$ cat config.mk
export PLATFORM = sky130hd
export DESIGN_NAME = ocr_match_sequencer
export DESIGN_NICKNAME = d
export VERILOG_FILES = /design/src/rtl/ocr_pkg.sv /design/src/rtl/ocr_abs_diff.sv /design/src/rtl/ocr_match_sequencer.sv
export SDC_FILE = /design/constraint.sdc
export NUM_CORES = 1
export LEC_CHECK = 0
export BUFFER_PORTS_ARGS = -buffer_cell sky130_fd_sc_hd__buf_2
export CAP_MARGIN = 20
export CORE_UTILIZATION = 55
export CTS_BUF_LIST = sky130_fd_sc_hd__clkbuf_8
export CTS_CLUSTER_SIZE = 24
export DETAILED_ROUTE_END_ITERATION = 10
export GPL_ROUTABILITY_DRIVEN = 0
export GPL_TIMING_DRIVEN = 0
export PLACE_DENSITY = 0.8
export SYNTH_ARGS = -nofsm -noshare
export SYNTH_HDL_FRONTEND = slang
export SYNTH_SLANG_ARGS = --single-unit
$ cat constraint.sdc
create_clock -name ip_clk -period 2.3 [get_ports ip_clk]
set_input_delay 0.115 -clock ip_clk [delete_from_list [all_inputs] [get_ports ip_clk]]
set_output_delay 0.115 -clock ip_clk [all_outputs]
set_load 0.005 [all_outputs]
$ cat src/rtl/ocr_pkg.sv
// Shared definitions for the OCR template matcher: default sizes, score ceiling and FSM encoding.
package ocr_pkg;

  localparam int NUM_TEMPLATES_DEF = 10;
  localparam int PIXELS_DEF        = 256;
  localparam int DATA_W_DEF        = 8;
  localparam int SCORE_W_DEF       = 16;

  localparam logic [SCORE_W_DEF-1:0] SCORE_MAX = '1;

  typedef enum logic [1:0] {
    ST_IDLE  = 2'd0,
    ST_SCAN  = 2'd1,
    ST_CLOSE = 2'd2,
    ST_DONE  = 2'd3
  } state_t;

endpackage

$ cat src/rtl/ocr_abs_diff.sv
// Unsigned absolute difference |a - b| of two pixel values, purely combinational.
module ocr_abs_diff
  import ocr_pkg::*;
#(
  parameter int W = DATA_W_DEF
) (
  input  logic [W-1:0] a,
  input  logic [W-1:0] b,
  output logic [W-1:0] y
);

  assign y = (a >= b) ? (a - b) : (b - a);

endmodule

$ cat src/rtl/ocr_match_sequencer.sv
// Walks every template in memory, accumulates its SAD against the test image and reports the best match.
// Build option: define OCR_EARLY_ABORT_EN to stop scanning a template once it can no longer win.
module ocr_match_sequencer
  import ocr_pkg::*;
#(
  parameter int NUM_TEMPLATES = NUM_TEMPLATES_DEF,
  parameter int PIXELS        = PIXELS_DEF,
  parameter int DATA_W        = DATA_W_DEF,
  parameter int SCORE_W       = SCORE_W_DEF
) (
  input  logic               ip_clk,
  input  logic               ip_rst_n,
  input  logic               ip_start,
  input  logic [DATA_W-1:0]  ip_template_data,
  input  logic [DATA_W-1:0]  ip_test_data,
  output logic [3:0]         op_address,
  output logic [7:0]         op_count,
  output logic               op_busy,
  output logic               op_done,
  output logic [3:0]         op_digit,
  output logic [SCORE_W-1:0] op_score
);

  localparam logic [7:0] LAST_PIXEL    = 8'(PIXELS - 1);
  localparam logic [3:0] LAST_TEMPLATE = 4'(NUM_TEMPLATES - 1);

  state_t               state_reg, state_next;
  logic [3:0]           t_reg, t_next;
  logic [7:0]           p_reg, p_next;
  logic [SCORE_W-1:0]   acc_reg, acc_next;
  logic [SCORE_W-1:0]   best_reg, best_next;
  logic [3:0]           best_idx_reg, best_idx_next;
  logic                 busy_reg, busy_next;
  logic                 done_reg, done_next;
  logic [3:0]           digit_reg, digit_next;
  logic [SCORE_W-1:0]   score_reg, score_next;

  logic [DATA_W-1:0]    pixel_diff;
  logic [SCORE_W-1:0]   acc_sum;

  ocr_abs_diff #(.W(DATA_W)) u_abs_diff (
    .a (ip_template_data),
    .b (ip_test_data),
    .y (pixel_diff)
  );

  assign acc_sum = acc_reg + SCORE_W'(pixel_diff);

  always_comb begin
    state_next    = state_reg;
    t_next        = t_reg;
    p_next        = p_reg;
    acc_next      = acc_reg;
    best_next     = best_reg;
    best_idx_next = best_idx_reg;
    digit_next    = digit_reg;
    score_next    = score_reg;
    done_next     = 1'b0;

    case (state_reg)
      ST_IDLE: begin
        if (ip_start) begin
          state_next = ST_SCAN;
          t_next     = '0;
          p_next     = '0;
          acc_next   = '0;
          best_next  = '1;
        end
      end
      ST_SCAN: begin
        acc_next = acc_sum;
`ifdef OCR_EARLY_ABORT_EN
        // A partial sum already at or above the best can never win; the pixel index stays put.
        if (acc_sum >= best_reg || p_reg == LAST_PIXEL) begin
          state_next = ST_CLOSE;
        end else begin
          p_next = p_reg + 8'd1;
        end
`else
        if (p_reg == LAST_PIXEL) begin
          state_next = ST_CLOSE;
        end else begin
          p_next = p_reg + 8'd1;
        end
`endif
      end
      ST_CLOSE: begin
        // Strict compare so an equal score keeps the earlier (lower) template index.
        if (acc_reg < best_reg) begin
          best_next     = acc_reg;
          best_idx_next = t_reg;
        end
        if (t_reg == LAST_TEMPLATE) begin
          state_next = ST_DONE;
        end else begin
          state_next = ST_SCAN;
          t_next     = t_reg + 4'd1;
          p_next     = '0;
          acc_next   = '0;
        end
      end
      ST_DONE: begin
        digit_next = best_idx_reg;
        score_next = best_reg;
        done_next  = 1'b1;
        state_next = ST_IDLE;
      end
      default: state_next = ST_IDLE;
    endcase

    busy_next = (state_next != ST_IDLE);
  end

  always_ff @(posedge ip_clk or negedge ip_rst_n) begin
    if (!ip_rst_n) begin
      state_reg    <= ST_IDLE;
      t_reg        <= '0;
      p_reg        <= '0;
      acc_reg      <= '0;
      best_reg     <= '1;
      best_idx_reg <= '0;
      busy_reg     <= 1'b0;
      done_reg     <= 1'b0;
      digit_reg    <= '0;
      score_reg    <= '0;
    end else begin
      state_reg    <= state_next;
      t_reg        <= t_next;
      p_reg        <= p_next;
      acc_reg      <= acc_next;
      best_reg     <= best_next;
      best_idx_reg <= best_idx_next;
      busy_reg     <= busy_next;
      done_reg     <= done_next;
      digit_reg    <= digit_next;
      score_reg    <= score_next;
    end
  end

  assign op_address = t_reg;
  assign op_count   = p_reg;
  assign op_busy    = busy_reg;
  assign op_done    = done_reg;
  assign op_digit   = digit_reg;
  assign op_score   = score_reg;

endmodule

==> results.yml <==
timing:
  number_of_slew_limit_violations_in_the_final_report: 0
  setup-violations-final: 13
  period_utilisation_layout: 1.40
  final_period_minus_worst_setup_slack_ns: 3.23
  worst-slew-pin-transition_ns: 0.890
  hold_viol: 0
  timing.fmax_ghz: 0.309
  fin_worst_skew_ns: 0.00876
  slew-limit-headroom: 0.405
  grt_setup_unrepaired: "yes"
  final.setup.worst_slack_ns: -0.931
route:
  vias_per_cell: 5.81
  wire_per_inst_um: 17.8
  drcViolationCount: 0
  route.final.wire_length_um: 12200
  routed-via-count: 3991
  drt_iter0_drc: 207
  antenna_left: 0
  drt_pass1_iterations: 5
setup_path:
  rr_endpoint: "acc_reg[8]$_DFFE_PN0P_"
  worstPathCellList: "buf_12 -> inv_12 -> ha_4 -> inv_2 -> fa_2 -> nand3_4 -> a31oi_4 -> buf_4 -> nor4b_2 -> a2111oi_4 -> mux2i_1 -> o2111a_2 -> buf_6 -> ha_4 -> a21o_1 -> o41ai_4 -> buf_4 -> buf_4 -> nor3_2 -> xnor2_1 -> nor2_1"
  timing.critical_path.required_ns: 2.52
  worstSetupEndpointType: "flip-flop"
  r2r_start: "acc_reg[0]$_DFFE_PN0P_"
  crit_path_start_kind: "input pin"
  slowest_stage_cell_on_the_critical_path: "sky130_fd_sc_hd__nor4b_2"
  crit_end: "acc_reg[10]$_DFFE_PN0P_"
  worst_ep_arrival_time_ns: 3.45
  reg2reg_depth: 10
  critPathMostFrequentCell: "sky130_fd_sc_hd__buf_4"
  cp_num_buf_inv: 7
  worstSetupStartpoint: "ip_template_data[0]"
  crit_cells: 21
  critical-path-max-stage-delay_ns: 0.48
  path_delay_family: "compound AO/OA/AOI/OAI gates"
  worstPathMaxFanout: 4
  critPathKind: "in -> reg"
  worst-r2r-setup-slack_ns: -0.22
global_route:
  maximum_number_of_pins_on_one_net_before_global_route_repair: 73
  grt_pass1_wl_um: 18400
  track_usage: 0.274
  first_global_vias: 3970
  initial_antenna_violation_count: 0
  globalRoute.totalOverflow: 0
clocking:
  cts_tree: "built"
  worst_skew_pair.late_latency_ns: 0.36
  clock-root-buffer: "sky130_fd_sc_hd__clkbuf_8"
  worst_setup_hold_path_clk_slew_ns: 0.08
  tritoncts.num_buffers: 9
  ctsHtreeMaxLevel: 3
  clkSinkCount: 72
  cts-root-to-sink-buffers: 2
die:
  fp.dieH_um: 92.3
  pin_count: 53
  num_rows: 32
  core_area_um2: 7810
  fp.dieW_um: 92.3
  start_util: 0.575
  floorplan.die_area_um2: 8520
synthesis:
  synth.top_cells.by_area: "sky130_fd_sc_hd__dfrtp_1 31%, sky130_fd_sc_hd__ha_1 12%, sky130_fd_sc_hd__dfstp_2 9.4%"
  netlist.top_cell.by_area: "sky130_fd_sc_hd__dfrtp_1"
  synth.yosys.warnings: 0
  ys_types: 49
  syn-instance-count: 479
  most_frequently_used_cell_type_in_the_post_synthesis_netlist: "sky130_fd_sc_hd__inv_1"
  synth-seq-area-share: 0.406
  synth.cell_area_um2: 4490
  synth-main-ff-cell: "sky130_fd_sc_hd__dfrtp_1"
  avgSynthCellArea_um2: 9.37
  synth_enable_flop_cells: 0
  netlist_top_cells_count: "63 x sky130_fd_sc_hd__inv_1, 56 x sky130_fd_sc_hd__dfrtp_1, 46 x sky130_fd_sc_hd__nor2_1, 43 x sky130_fd_sc_hd__ha_1, 35 x sky130_fd_sc_hd__nand2_1"
  mappedNetlistNets: 544
  yosysTopAreaCellShare: 0.312
  postSynthRegisterBits: 72
  ys_async_sr_fraction: 1.00
placement:
  io_buffers: 52
  detailed_place_hpwl_um: 7240
  cell_total_after_placement: 633
final_layout:
  drive_above_1_share: 0.361
  antenna_cells: 0
  number_of_nets_in_the_final_layout: 645
  util_after_layout: 0.767
  filler_cell_count: 495
  finish.cell_count_without_fillers: 687
  area.growth.synth_to_final_pct: 33.5
pwr:
  net_switching_fraction_of_the_power: 0.379
  switching_power_w: 0.00205
  worst_ir_drop_vdd_uv: 792
  seq_power_share: 0.293
  cell_internal_pwr_w: 0.00337
  proportion_of_power_drawn_by_combinational_gates: 0.500
  power-per-cell-area_nw_per_um2: 905
  p_leak_nw: 3.13
  power_w: 0.00542
  power.share.clock: 0.207
hold_path:
  kind_of_path_behind_the_tightest_hold_check: "in -> reg"
run_status:
  run_status: "finished, violations left"
  failed_checks: "setup timing"
run:
  maxCapViolations: 0
## worst register-to-register path: stages (launching register included)
cell                       delay, ns
sky130_fd_sc_hd__dfrtp_1        0.39
sky130_fd_sc_hd__ha_1           0.24
sky130_fd_sc_hd__inv_1          0.08
sky130_fd_sc_hd__fa_2           0.38
sky130_fd_sc_hd__nand3b_1       0.28
sky130_fd_sc_hd__a21oi_4        0.22
sky130_fd_sc_hd__o41ai_4        0.09
sky130_fd_sc_hd__buf_4          0.16
sky130_fd_sc_hd__buf_4          0.14
sky130_fd_sc_hd__or3_1          0.32
sky130_fd_sc_hd__a21oi_1        0.13
## final cells by class
| cell class | instances | area (um2) | area share |
|---|---|---|---|
| multi-input cells | 329 | 2850 | 0.476 |
| flip-flops and latches | 72 | 1820 | 0.304 |
| repair buffers | 91 | 617 | 0.103 |
| inverters | 63 | 249 | 0.0416 |
| clock buffers | 10 | 138 | 0.0230 |
| well taps | 102 | 128 | 0.0213 |
| plain buffers | 14 | 101 | 0.0169 |
| clock inverters | 6 | 82.6 | 0.0138 |
## stage by stage
stage	TNS [ns]	hold slack [ns]	instance area, um2	setup WS (ns)
final	-9.17	0.129	5990	-0.931
after global routing	-11.25	0.150	5990	-1.04
after CTS	-6.24	0.119	5700	-0.666
after detailed placement	-15.60	0.293	5030	-1.26
after global placement	-14.13	0.462	5030	-1.20
after floorplan	-6.38	-0.181	4640	-0.739
## worst min path at each step
stage                             startpoint  cells past startpoint                          end
finish                              ip_start                      3    op_address[1]$_DFFE_PN0P_
CTS                                 ip_start                      3    op_address[1]$_DFFE_PN0P_
global route                        ip_start                      3    op_address[1]$_DFFE_PN0P_
floorplan                           ip_rst_n                      0       acc_reg[0]$_DFFE_PN0P_
detailed placement                  ip_rst_n                      1  best_idx_reg[2]$_DFFE_PN0P_
global placement    op_score[11]$_DFFE_PN0P_                      2     op_score[11]$_DFFE_PN0P_
## what timing repair did
| item | 4_1_cts | 5_1_grt |
|---|---|---|
| endpoints found under the hold margin | 56 | 0 |
| hold buffers | 1 | 0 |
| resized for setup | 53 | 33 |
| endpoints found under the setup margin | 27 | 31 |
| pin swaps | 36 | 29 |
| setup buffers | 22 | 17 |
## cells by family (layout without fill, tap and decap cells)
logic type,Yosys count,after routing,synth area share
and+or+nand+nor,132,132,0.142
AOI/OAI and AO/OA,95,95,0.131
muxes,32,32,0.0742
buffers and inverters,78,184,0.0672
adders and majority gates,46,46,0.133
xor gates and xnor gates,24,24,0.0468
DFF,72,72,0.406
## metal layers
metal	global-route usage	vias up	part of all wire
met3	0.0599	46	0.059
met2	0.467	176	0.51
li1	-	1829	-
met5	0	-	0
met4	0.100	0	0.030
met1	0.340	1940	0.41
## power groups by stage
stage                     sequential (W)  combinational, W  clock (W)
final                            0.00159           0.00271    0.00112
after global routing             0.00161           0.00290    0.00120
after CTS                        0.00157           0.00227    0.00114
after detailed placement         0.00158           0.00170          0
after global placement           0.00158           0.00161          0
after floorplan                  0.00154           0.00138          0
## layout by cell type, fill, tap and decap left out, types with 4 or more instances in the layout
cell type / n
sky130_fd_sc_hd__inv_1: 60
sky130_fd_sc_hd__dfrtp_1: 56
sky130_fd_sc_hd__buf_2: 52
sky130_fd_sc_hd__nor2_1: 45
sky130_fd_sc_hd__nand2_1: 32
sky130_fd_sc_hd__buf_4: 32
sky130_fd_sc_hd__ha_1: 30
sky130_fd_sc_hd__o21ai_0: 28
sky130_fd_sc_hd__mux2i_1: 19
sky130_fd_sc_hd__dfstp_2: 16
sky130_fd_sc_hd__a21oi_1: 13
sky130_fd_sc_hd__xnor2_1: 12
sky130_fd_sc_hd__xor2_1: 10
sky130_fd_sc_hd__ha_4: 10
sky130_fd_sc_hd__clkbuf_8: 10
sky130_fd_sc_hd__buf_6: 9
sky130_fd_sc_hd__a22o_1: 9
sky130_fd_sc_hd__mux2_2: 9
sky130_fd_sc_hd__nand4_1: 7
sky130_fd_sc_hd__a21oi_4: 7
sky130_fd_sc_hd__a21oi_2: 7
sky130_fd_sc_hd__a21o_1: 7
sky130_fd_sc_hd__clkbuf_1: 7
sky130_fd_sc_hd__nand3_1: 4
sky130_fd_sc_hd__nor3_1: 4
sky130_fd_sc_hd__buf_12: 4
(Power assumes the default switching activity.)
